### src/rtl/UART_pkg.sv
// Shared UART configuration types plus the auto-configuration protocol
// constants used by the master-side sequencer.
package UART_pkg;

    typedef struct packed {
        logic [1:0] data_width;
        logic [1:0] parity_mode;
        logic [1:0] stop_bits;
    } uart_config_s;

    // Standard configuration: 8 data bits, no parity, 1 stop bit
    localparam logic [1:0] STD_DATA_WIDTH  = 2'b11;
    localparam logic [1:0] STD_PARITY_MODE = 2'b00;
    localparam logic [1:0] STD_STOP_BITS   = 2'b00;
    localparam uart_config_s STD_CONFIG = '{
        data_width:  STD_DATA_WIDTH,
        parity_mode: STD_PARITY_MODE,
        stop_bits:   STD_STOP_BITS
    };

    localparam logic [1:0] RESERVED = 2'b11;

    localparam logic [5:0] CFG_REQ_ID        = 6'h30;
    localparam logic [5:0] DATA_WIDTH_ID     = 6'h31;
    localparam logic [5:0] PARITY_MODE_ID    = 6'h32;
    localparam logic [5:0] STOP_BITS_ID      = 6'h33;
    localparam logic [5:0] END_CONFIGURATION = 6'h34;
    localparam logic [7:0] ACKN_PKT          = 8'hFC;

    localparam logic [2:0] LAST_PKT_IDX = 3'd4;

    typedef enum logic [2:0] {
        IDLE,
        SEND,
        WAIT_ACK,
        APPLY,
        FALLBACK
    } cfg_seq_fsm_e;

    typedef enum logic [1:0] {
        CS_OK        = 2'd0,
        CS_SANITIZED = 2'd1,
        CS_TIMEOUT   = 2'd2,
        CS_BAD_ACK   = 2'd3
    } cfg_seq_status_e;

    typedef struct packed {
        logic [5:0] id;
        logic [1:0] option;
    } cfg_packet_fields_s;

    typedef union packed {
        logic [7:0]         raw;
        cfg_packet_fields_s f;
    } cfg_packet_u;

    function automatic logic [7:0] cfg_packet(input logic [2:0] idx, input uart_config_s cfg);
        cfg_packet_u pkt;
        pkt.raw = 8'h00;
        case (idx)
            3'd0: begin
                pkt.f.id     = CFG_REQ_ID;
                pkt.f.option = 2'b00;
            end
            3'd1: begin
                pkt.f.id     = DATA_WIDTH_ID;
                pkt.f.option = cfg.data_width;
            end
            3'd2: begin
                pkt.f.id     = PARITY_MODE_ID;
                pkt.f.option = cfg.parity_mode;
            end
            3'd3: begin
                pkt.f.id     = STOP_BITS_ID;
                pkt.f.option = cfg.stop_bits;
            end
            default: begin
                pkt.f.id     = END_CONFIGURATION;
                pkt.f.option = 2'b00;
            end
        endcase
        return pkt.raw;
    endfunction

endpackage

### src/rtl/cfg_timeout_counter.sv
// Acknowledge-wait counter: terminal pulse on the enabled cycle in which the
// incremented count reaches TIMEOUT_CYCLES-1.
module cfg_timeout_counter #(
    parameter int TIMEOUT_CYCLES = 5_000_000
) (
    input  logic clk_i,
    input  logic rst_i,
    input  logic clear_i,
    input  logic enable_i,
    output logic tc_o
);
    localparam int CW = $clog2(TIMEOUT_CYCLES);

    logic [CW-1:0] cnt_q, cnt_d;

    always_comb begin
        cnt_d = cnt_q;
        if (clear_i) begin
            cnt_d = '0;
        end else if (enable_i) begin
            cnt_d = cnt_q + CW'(1);
        end
    end

    always_ff @(posedge clk_i) begin
        if (rst_i) begin
            cnt_q <= '0;
        end else begin
            cnt_q <= cnt_d;
        end
    end

    // The owner leaves the wait state on this pulse, so the count never wraps
    assign tc_o = enable_i && (cnt_q == CW'(TIMEOUT_CYCLES - 2));

endmodule

### src/rtl/config_master_sequencer.sv
// Master-side UART auto-configuration sequencer: sends the five config
// packets, waits for each acknowledge with timeout/retry, then applies a config.
module config_master_sequencer
    import UART_pkg::*;
#(
    parameter int TIMEOUT_CYCLES = 5_000_000,
    parameter int MAX_RETRY      = 3
) (
    input  logic         clk_i,
    input  logic         rst_i,
    input  logic         start_i,
    input  uart_config_s cfg_i,
    input  logic         tx_fifo_full_i,
    output logic         tx_fifo_write_o,
    output logic [7:0]   tx_data_o,
    input  logic         rx_fifo_empty_i,
    input  logic [7:0]   rx_data_i,
    output logic         rx_fifo_read_o,
    output logic         busy_o,
    output logic         CFR_en_o,
    output uart_config_s config_o,
    output logic         done_o,
    output logic [1:0]   status_o
);
    localparam int RW = $clog2(MAX_RETRY + 1);

    cfg_seq_fsm_e    state_q, state_d;
    logic [2:0]      pkt_idx_q, pkt_idx_d;
    logic [RW-1:0]   retry_q, retry_d;
    cfg_seq_status_e status_q, status_d;
    uart_config_s    cfg_q, cfg_d;
    logic            sanitized_q, sanitized_d;

    logic cnt_clear;
    logic cnt_en;
    logic cnt_tc;

    cfg_timeout_counter #(
        .TIMEOUT_CYCLES(TIMEOUT_CYCLES)
    ) u_timeout (
        .clk_i   (clk_i),
        .rst_i   (rst_i),
        .clear_i (cnt_clear),
        .enable_i(cnt_en),
        .tc_o    (cnt_tc)
    );

    always_ff @(posedge clk_i) begin
        if (rst_i) begin
            state_q     <= IDLE;
            pkt_idx_q   <= '0;
            retry_q     <= '0;
            status_q    <= CS_OK;
            cfg_q       <= STD_CONFIG;
            sanitized_q <= 1'b0;
        end else begin
            state_q     <= state_d;
            pkt_idx_q   <= pkt_idx_d;
            retry_q     <= retry_d;
            status_q    <= status_d;
            cfg_q       <= cfg_d;
            sanitized_q <= sanitized_d;
        end
    end

    always_comb begin
        state_d         = state_q;
        pkt_idx_d       = pkt_idx_q;
        retry_d         = retry_q;
        status_d        = status_q;
        cfg_d           = cfg_q;
        sanitized_d     = sanitized_q;
        tx_fifo_write_o = 1'b0;
        tx_data_o       = 8'h00;
        rx_fifo_read_o  = 1'b0;
        CFR_en_o        = 1'b0;
        done_o          = 1'b0;
        config_o        = STD_CONFIG;
        cnt_clear       = 1'b0;
        cnt_en          = 1'b0;

        case (state_q)
            IDLE: begin
                if (start_i) begin
                    cfg_d       = cfg_i;
                    sanitized_d = 1'b0;
                    if (cfg_i.stop_bits == RESERVED) begin
                        cfg_d.stop_bits = STD_STOP_BITS;
                        sanitized_d     = 1'b1;
                    end
                    pkt_idx_d = '0;
                    retry_d   = '0;
                    state_d   = SEND;
                end
            end

            SEND: begin
                tx_data_o = cfg_packet(pkt_idx_q, cfg_q);
                if (!tx_fifo_full_i) begin
                    tx_fifo_write_o = 1'b1;
                    cnt_clear       = 1'b1;
                    state_d         = WAIT_ACK;
                end
            end

            WAIT_ACK: begin
                // A word at the head always beats the timeout in the same cycle
                if (!rx_fifo_empty_i) begin
                    rx_fifo_read_o = 1'b1;
                    if (rx_data_i == ACKN_PKT) begin
                        if (pkt_idx_q == LAST_PKT_IDX) begin
                            state_d  = APPLY;
                            status_d = sanitized_q ? CS_SANITIZED : CS_OK;
                        end else begin
                            pkt_idx_d = pkt_idx_q + 3'd1;
                            retry_d   = '0;
                            state_d   = SEND;
                        end
                    end else begin
                        state_d  = FALLBACK;
                        status_d = CS_BAD_ACK;
                    end
                end else begin
                    cnt_en = 1'b1;
                    if (cnt_tc) begin
                        retry_d = retry_q + RW'(1);
                        if (retry_d == RW'(MAX_RETRY)) begin
                            state_d  = FALLBACK;
                            status_d = CS_TIMEOUT;
                        end else begin
                            state_d = SEND;
                        end
                    end
                end
            end

            APPLY: begin
                CFR_en_o = 1'b1;
                done_o   = 1'b1;
                config_o = cfg_q;
                state_d  = IDLE;
            end

            FALLBACK: begin
                CFR_en_o = 1'b1;
                done_o   = 1'b1;
                config_o = STD_CONFIG;
                state_d  = IDLE;
            end

            default: begin
                state_d = IDLE;
            end
        endcase
    end

    assign busy_o   = (state_q != IDLE);
    assign status_o = status_q;

endmodule

### config.mk
export PLATFORM = sky130hd
export DESIGN_NAME = config_master_sequencer
export DESIGN_NICKNAME = d
export VERILOG_FILES = /design/src/rtl/UART_pkg.sv /design/src/rtl/cfg_timeout_counter.sv /design/src/rtl/config_master_sequencer.sv
export SDC_FILE = /design/constraint.sdc
export NUM_CORES = 1
export LEC_CHECK = 0
export ABC_AREA = 1
export CAP_MARGIN = 10
export CORE_MARGIN = 4
export CORE_UTILIZATION = 24
export DETAILED_ROUTE_END_ITERATION = 8
export GPL_TIMING_DRIVEN = 0
export HOLD_SLACK_MARGIN = 0.15
export SLEW_MARGIN = 20
export SYNTH_ARGS = -nofsm -noshare
export SYNTH_HDL_FRONTEND = slang
export SYNTH_SLANG_ARGS = --single-unit
### constraint.sdc
create_clock -name clk_i -period 2.4 [get_ports clk_i]
set_input_delay 0.24 -clock clk_i [delete_from_list [all_inputs] [get_ports clk_i]]
set_output_delay 0.24 -clock clk_i [all_outputs]
set_load 0.02 [all_outputs]
=== Word-level counts from Yosys, hierarchy flattened ===
Cells that the tools add are included.

* Flip-flop bits (word level): 40
* Bits of input ports: 19
* Word-level logic and storage cells: 84
* Output and inout bits: 21

* Reduce and logical (&&, ||, !) cells: 12
* Add/sub/neg operators: 3
* Equality and inequality tests: 23
* Multiplexer cells: 37

{| class="wikitable"
|+ Operators by type and width
! cell !! count
|-
| 3-bit 2-to-1 mux || 10
|-
| 2-bit 2-to-1 mux || 12
|-
| 23-bit by 1-bit adder with 23-bit output, second input constant || 1
|-
| 23-bit equality test, second input constant || 1
|-
| 5-bit one-hot mux with 4 select lines || 1
|-
| 3-bit by 2-bit equality test with 1-bit output, second input constant || 4
|-
| 2-bit inequality test, second input constant || 5
|-
| 5-bit AND reduction || 2
|-
| 1-bit 2-to-1 mux || 9
|-
| 3-bit inequality test, second input constant || 3
|-
| 3-bit one-hot mux with 3 select lines || 1
|-
| 8-bit equality test, second input constant || 1
|-
| 8-bit 2-to-1 mux || 1
|-
| 3-bit by 1-bit equality test with 1-bit output, second input constant || 2
|-
| 3-bit equality test, second input constant || 2
|-
| 3-bit zero test || 2
|-
| 6-bit 2-to-1 mux || 1
|-
| 3-bit one-hot mux with 2 select lines || 1
|-
| 2-bit equality test, second input constant || 2
|-
| 2-bit by 1-bit inequality test with 1-bit output, second input constant || 2
|-
| 2-bit one-hot mux with 2 select lines || 1
|-
| 4-bit AND reduction || 1
|-
| 2-bit OR reduction || 2
|-
| 3-bit by 1-bit adder with 3-bit output, second input constant || 1
|-
| other kinds (7) || 7
|}

=== Longest topological paths before layout ===
Gate-level depths: netlist of the first run.

* Depth after elaboration: 6
* Depth in mapped cells: 11
* Gate-level depth less buffers: 11

=== Hierarchy ===
From an unflattened synthesis of the first run, not the netlist that was laid out.

* Cells, all modules: 360
* Area total of the unflattened synthesis: 2391.0 um^2

{| class="wikitable"
|+ By module, submodules not included
! module !! cells each !! instances !! area an instance (um^2) !! seq. area each (um^2)
|-
| cfg_timeout_counter || 189 || 1 || 1252.5 || 460.4
|-
| config_master_sequencer || 171 || 1 || 1138.6 || 340.3
|}

=== Least setup slack after synthesis of the first run ===
No wires, ideal clock.

* Kind: register to output
* From: reg state_q[0]
* To: out tx_data_o[2]
* Data arrival time: 1484 ps
* Cell stages (with the launch flop): 7
* Required time: 2160 ps
* Buffers on the path: 0
* Slack: 676 ps
* Cell sequence: dfxtp_1 inv_1 nor3_2 inv_2 nor2_1 inv_1 nor2_1

* Cells in the longest elaborated chain, start to end: 2

{| class="wikitable"
|+ RTL lines
! element !! RTL line !! source
|-
| from (decl) || config_master_sequencer.sv:27 || <nowiki>cfg_seq_fsm_e state_q, state_d;</nowiki>
|-
| from (signal assigned) || config_master_sequencer.sv:57 || <nowiki>state_q <= state_d;</nowiki>
|-
| 3-bit by 1-bit equality test with 1-bit output || config_master_sequencer.sv:82 || <nowiki>case (state_q)</nowiki>
|-
| 8-bit 2-to-1 mux || config_master_sequencer.sv:82 ||
|-
| to (decl) || config_master_sequencer.sv:15 || <nowiki>output logic [7:0] tx_data_o,</nowiki>
|}

Every way passes these cells.

=== Worst setup path after layout of the first run ===
* From: reg state_q[1]
* To: out done_o

* Cells in the longest elaborated chain, start to end: 3
* Elaborated cells between the ends (all ways): 4
* Those cells by class: eq/ne: 2; mux: 1; reduce/logical: 1

{| class="wikitable"
|+ RTL lines
! element !! RTL line !! source
|-
| 3-bit equality test / 3-bit by 2-bit equality test with 1-bit output (equally long branches) || config_master_sequencer.sv:82 ||
|-
| 2-bit OR reduction (no line) (*) || -- ||
|-
| 1-bit 2-to-1 mux (*) || config_master_sequencer.sv:82 ||
|-
| to (decl) || config_master_sequencer.sv:22 || <nowiki>output logic done_o,</nowiki>
|}

Every way passes the cells marked *; elsewhere a longest branch is shown, timed or not.

==> results of run 1 <==
layer usage:
layer  vias to the layer above  part of all wire [%]
met3                         9                   6.9
met5                         -                     0
met4                         0                   1.3
met1                      1032                    48
li1                       1249                     -
met2                        57                    44
cells by family (layout without fill, tap and decap cells):
family                   count (synthesis)  in the layout  share of synthesized area [%]
AO/OA/AOI/OAI                           53             53                           12.5
XOR/XNOR                                 1              1                          0.361
adder cells (fa/ha/maj)                  8              8                           4.13
buffers and inverters                   67            112                           11.0
flip-flops                              40             40                           33.0
other                                    1              1                          0.155
AND/OR/NAND/NOR                        199            199                           38.8
cell usage after synthesis:
| cell type | count |
|---|---|
| clkbuf_1 | 2 |
| o21bai_2 | 1 |
| ha_1 | 8 |
| nand3_4 | 1 |
| o21ai_1 | 4 |
| nor2_2 | 4 |
| or2_1 | 1 |
| nand3_2 | 1 |
| nand4_1 | 2 |
| nand3_1 | 23 |
| nand2_2 | 2 |
| a21boi_0 | 1 |
| a211oi_1 | 1 |
| xor2_1 | 1 |
| o211ai_1 | 2 |
| nand2_4 | 1 |
| buf_4 | 4 |
| inv_2 | 4 |
| o21a_1 | 2 |
| nor3b_1 | 2 |
| a21oi_2 | 1 |
| nor3_1 | 10 |
| dfxtp_1 | 40 |
| o21ai_2 | 1 |
| conb_1 | 1 |
| nor2_1 | 54 |
| nand2_1 | 86 |
| o21ai_0 | 12 |
| nor3_2 | 4 |
| a21oi_1 | 25 |
| nand4_4 | 1 |
| inv_1 | 57 |
| o221ai_1 | 2 |
| nor2_4 | 7 |
| o21bai_1 | 1 |
power breakdown:
group	switching [W]	total (W)	internal, W
sequential	0.0000278	0.000728	0.000700
combinational	0.000226	0.000379	0.000153
clock	0.000256	0.000564	0.000308
total	0.000510	0.00167	0.00116
placed cells by master (no fill, tap or decap), types with 2 or more instances in the layout:
master / instances
a21oi_1: 25
o21a_1: 2
nor3b_1: 2
dfxtp_1: 39
clkbuf_1: 2
nand4_1: 2
nand2_1: 86
o221ai_1: 2
nor3_1: 9
nand3_1: 23
o211ai_1: 2
buf_4: 4
inv_1: 57
inv_2: 4
nor3_2: 4
nor2_4: 7
nor2_2: 5
o21ai_0: 12
dlymetal6s2s_1: 4
clkbuf_8: 5
ha_1: 8
o21ai_1: 4
clkdlybuf4s50_1: 33
nor2_1: 53
nand2_2: 2
stage by stage:
| step | utilization [%] | hold slack, ns | setup WS (ns) | area (um2) | cells |
|---|---|---|---|---|---|
| finish | 31.5 | 0.359 | 0.185 | 3100 | 547 |
| CTS | 31.4 | 0.369 | 0.0457 | 3080 | 547 |
| global placement | 30.2 | 0.445 | 0.339 | 2960 | 539 |
| global route | 31.5 | 0.392 | 0.0441 | 3100 | 547 |
| floorplan | - | 0.370 | 0.676 | 2420 | 369 |
| detailed placement | 30.2 | 0.450 | 0.287 | 2960 | 539 |
worst max-delay path by stage:
stage	slack [ns]	to	cells after the start	start
after global routing	0.04	done_o	6	state_q[1]
after floorplan	0.68	tx_data_o[2]	6	state_q[0]
after detailed placement	0.29	done_o	6	state_q[1]
final	0.19	done_o	6	state_q[1]
after global placement	0.34	done_o	6	state_q[1]
after CTS	0.05	done_o	6	state_q[1]
registers in the layout (all words and copies together), names as in the netlist:
name / count
cfg_q: 6
pkt_idx_q: 3
status_o: 2
u_timeout.cnt_q: 23
state_q: 3
sanitized_q: 1
retry_q: 2
area by class of cell:
type                    count  area share, %
plain buffers               6           1.21
clock inverters             3           1.37
multi-input cells         262           44.3
flip-flops and latches     40           25.9
clock buffers               5           2.22
repair buffers             37           12.3
inverters                  61           7.39
well taps                 133           5.37
worst max-delay path: cells and delay by family (launching register included):
family / cells / cell delay, ns
buffers and inverters: 4 / 0.91
flip-flops: 1 / 0.44
AND/OR/NAND/NOR: 2 / 0.33
what timing repair did:
item	4_1_cts	5_1_grt
pin swaps	0	0
gates resized for setup	2	6
setup endpoints to repair	1	6
==> results_dict.tcl, run 1 <==
set metrics [dict create \
    timing.rr.end "u_timeout.cnt_q[22]" \
    critPathMaxFanout 5 \
    hold_end "state_q[2]" \
    max_stage_delay_ns 0.59 \
    diodes 0 \
    cellPowerDensity_nw_per_um2 539 \
    avgSynthCellArea_um2 6.57 \
    grt_usage_pct 10.7 \
    wl_per_cell_um 11.0 \
    initial_core_util_pct 24.7 \
    core_area_um2 9820 \
    h-tree-depth 2 \
    synth_cell_types 35 \
    gr-usage-met2_pct 17.0 \
    reg2reg_setup_slack_ns 0.77 \
    dr.pass1.iters 4 \
    regArea_um2 802 \
    cts_sinks 40 \
    netlist_top_cells_area "dfxtp_1, nand2_1, inv_1" \
    end_kind "output port" \
    postSynthCellCount 369 \
    reg2reg_depth 6 \
    nets 440 \
    startpoint_type "flop" \
    multiInputGateArea_um2 1370 \
    gp_congestion 0.817 \
    hold_path_depth 2 \
    wirelength_mm 6.00 \
    p_leak_nw 1.30 \
    fp.dieH_um 109 \
    busiest_layer "met2" \
    syn-num-nets 396 \
    synth.largest_area_cell "dfxtp_1" \
    period_share_pct 92.3 \
    hold_buffers 0 \
    clockBufferDepth 2 \
    rsz0062_at_grt "false" \
    cts_setup_buffers 0 \
    drc_errors 0 \
    hp-start "rst_i" \
    grt_max_degree 14 \
    finalSetupViolations 0 \
    fillers 1104 \
    cap_violations 0 \
    ys_ff_latch 40 \
    antenna_left 0 \
    layout-drive-gt1-share_pct 10.4 \
    finalHoldViolCount 0 \
    max_clock_freq_mhz 452 \
    r2r-start "u_timeout.cnt_q[0]" \
    synth_top_area_share_pct 33.0 \
    netlist_area_um2 2420 \
    antenna_found_initial 0 \
    root_buffer "clkbuf_8" \
    grtUsageMet1_pct 14.5 \
    io-pin-count 40 \
    cts.clk_slew.worst_paths_ns 0.08 \
    routed_via_density 4.29 \
    grt_pass1_vias 2240 \
    rows 36 \
    seq_area_frac_synth_pct 33.0 \
    via_count 2347 \
    max-vdd-ir-drop_v 0.000211 \
    outcome "completed" \
    maxSlewViolCount 0 \
    cts_made_buffers 5 \
    drt_iter0_markers 106 \
    path_class "reg -> out" \
    min_period_ns 2.21 \
    cts_tree "yes" \
    grtUsageMet3_pct 2.45 \
    worst_slew_pin_slew_ns 0.509 \
    area_growth_pct 27.8 \
    cp_cell_sequence "inv_2 > nor3_2 > inv_1 > nand2_1 > buf_4 > clkdlybuf4s50_1" \
    die-area_um2 11800 \
    grt-ovfl-total 0 \
    cpMaxStageDelayCell "clkdlybuf4s50_1" \
    skew_ns 0.00966 \
    ys.warnings.count 0 \
    arrival_ns 1.97 \
    grt_pass1_wl_mm 10.2 \
    dieWidth_um 109 \
    hold_path_class "in -> reg" \
    clkLatencyLatePin_ns 0.30 \
    post-dp-hpwl_mm 4.76 \
    setup_tns_ns 0 \
    io_buffers 37 \
    total_power_w 0.00167 \
    relSlewSlack_pct 66.1 \
    cp_data_required_time_ns 2.16 \
]
(Power assumes the default switching activity.)
==> inputs of run 2 (changes only) <==
- CAP_MARGIN: 10 -> unset
==> results of run 2 <==
Final layout, timing and power as in run 1 (identical DEF).
==> inputs of run 3 (changes only) <==
- clock period: 2.4 -> 2.2 ns (I/O delays scaled with it)
==> run 3 against run 2 <==
Power grew 9.1%. Via count is 1.2% higher. Global-route usage is essentially flat. Sequential share of layout area is essentially flat. Sequential power is 9.1% higher. Non-clock buffer count unchanged. First-iteration DRC count grew 5.7%. Highest routed layer unchanged.
==> results_dict.tcl, run 3 (same netlist as run 1, synthesis figures left out) <==
set metrics [dict create \
    core_area_um2 9820 \
    dr.pass1.iters 4 \
    cts_sinks 40 \
    p_leak_nw 1.37 \
    p_sw_share_pct 30.7 \
    hold_path_class "in -> reg" \
    drc_errors 0 \
    fp.dieH_um 109 \
    hold_buffers 0 \
    max-vdd-ir-drop_v 0.000230 \
    io-pin-count 40 \
    min_period_ns 2.07 \
    hold_slack_ns 0.341 \
    max_clock_freq_mhz 483 \
    finalHoldViolCount 0 \
    area_growth_pct 27.8 \
    period_share_pct 94.1 \
    drt_iter0_markers 112 \
    die-area_um2 11800 \
    cp_data_required_time_ns 1.98 \
    h-tree-depth 2 \
    root_buffer "clkbuf_8" \
    grt_max_degree 14 \
    critPathMaxFanout 6 \
    initial_core_util_pct 24.7 \
    finalSetupViolations 0 \
    top_register "u_timeout.cnt_q" \
    rows 36 \
    clockBufferDepth 2 \
    path_class "reg -> out" \
    cts_tree "yes" \
    outcome "completed" \
    cellPowerDensity_nw_per_um2 588 \
    power_frac_comb_pct 22.6 \
    rsz0062_at_grt "false" \
    clock_power_share_pct 33.8 \
    dieWidth_um 109 \
    cts.clk_slew.worst_paths_ns 0.08 \
    clkLatencyLatePin_ns 0.30 \
    worst_slew_pin_slew_ns 0.515 \
    diodes 0 \
    post-dp-hpwl_mm 4.76 \
    largest_reg_flops 23 \
    arrival_ns 1.85 \
    relSlewSlack_pct 65.7 \
    via_count 2375 \
    layout_common_cells "nand2_1, inv_1, nor2_1" \
    io_buffers 37 \
    setup_tns_ns 0 \
    nets 440 \
    p_sw_w 0.000559 \
    grt_pass1_wl_mm 10.2 \
    gp_congestion 0.817 \
    maxSlewViolCount 0 \
    wl_per_cell_um 11.0 \
    grt_usage_pct 10.7 \
    grt-ovfl-total 0 \
    antenna_left 0 \
    cap_violations 0 \
    p_int_w 0.00126 \
    cts_setup_buffers 0 \
    layout-drive-gt1-share_pct 10.6 \
    top_regs "u_timeout.cnt_q x23, cfg_q x6" \
    antenna_found_initial 0 \
    cts_made_buffers 5 \
    final_common_cell "nand2_1" \
    startpoint_type "flop" \
    skew_ns 0.0101 \
    routed_via_density 4.34 \
    seqPwrFrac_pct 43.6 \
    end_kind "output port" \
    wirelength_mm 6.04 \
    grt_pass1_vias 2240 \
]
## run 3: through the flow
stage	power [W]	area (um2)	util, %	setup slack, ns	cells
2_1_floorplan	0.00107	2420	-	0.496	369
3_3_place_gp	0.00121	2960	30.2	0.159	539
3_5_place_dp	0.00122	2960	30.2	0.107	539
4_1_cts	0.00184	3080	31.3	0.0595	547
5_1_grt	0.00193	3100	31.6	0.0334	547
6_report	0.00182	3100	31.6	0.131	547
## run 3: area by class of cell
type | count | area (um2)
well taps | 133 | 166
plain buffers | 6 | 37.5
flip-flops and latches | 40 | 802
inverters | 61 | 229
repair buffers | 37 | 382
fillers | 1108 | 6720
multi-input cells | 262 | 1370
clock inverters | 3 | 42.5
clock buffers | 5 | 68.8
## run 3: per-layer routing
| layer | wire, um | track usage (%) |
|---|---|---|
| met1 | 2900 | 14.5 |
| met2 | 2640 | 17.0 |
| met3 | 418 | 2.45 |
| met4 | 78 | 2.89 |
| met5 | 0 | 0 |
## run 3: power by group through the flow
stage	Combinational (W)	Sequential [W]	Clock, W
after floorplan	0.000267	0.000805	0
after global placement	0.000404	0.000807	0
final	0.000412	0.000794	0.000617
after global routing	0.000461	0.000801	0.000667
after CTS	0.000414	0.000793	0.000633
after detailed placement	0.000411	0.000809	0
## run 3: worst max-delay path, stage by stage (launching register included)
cell and delay (ns):
dfxtp_1 0.40, nor2_4 0.16, nand2_2 0.13, nor2_2 0.20
clkdlybuf4s50_1 0.66
## run 3: path summary, 6_finish.rpt
| kind | depth (start not counted) | slack [ns] | from | end |
|---|---|---|---|---|
| min | 2 | 0.34 | rst_i | state_q[2] |
| max reg2reg | 6 | 0.57 | u_timeout.cnt_q[0] | u_timeout.cnt_q[22] |
| max | 4 | 0.13 | state_q[2] | rx_fifo_read_o |
| min reg2reg | 2 | 0.46 | u_timeout.cnt_q[9] | u_timeout.cnt_q[9] |
## run 3: what timing repair did
item | 4_1_cts | 5_1_grt
gates cloned | 0 | 0
setup endpoints to repair | 10 | 9
gates resized for setup | 8 | 9
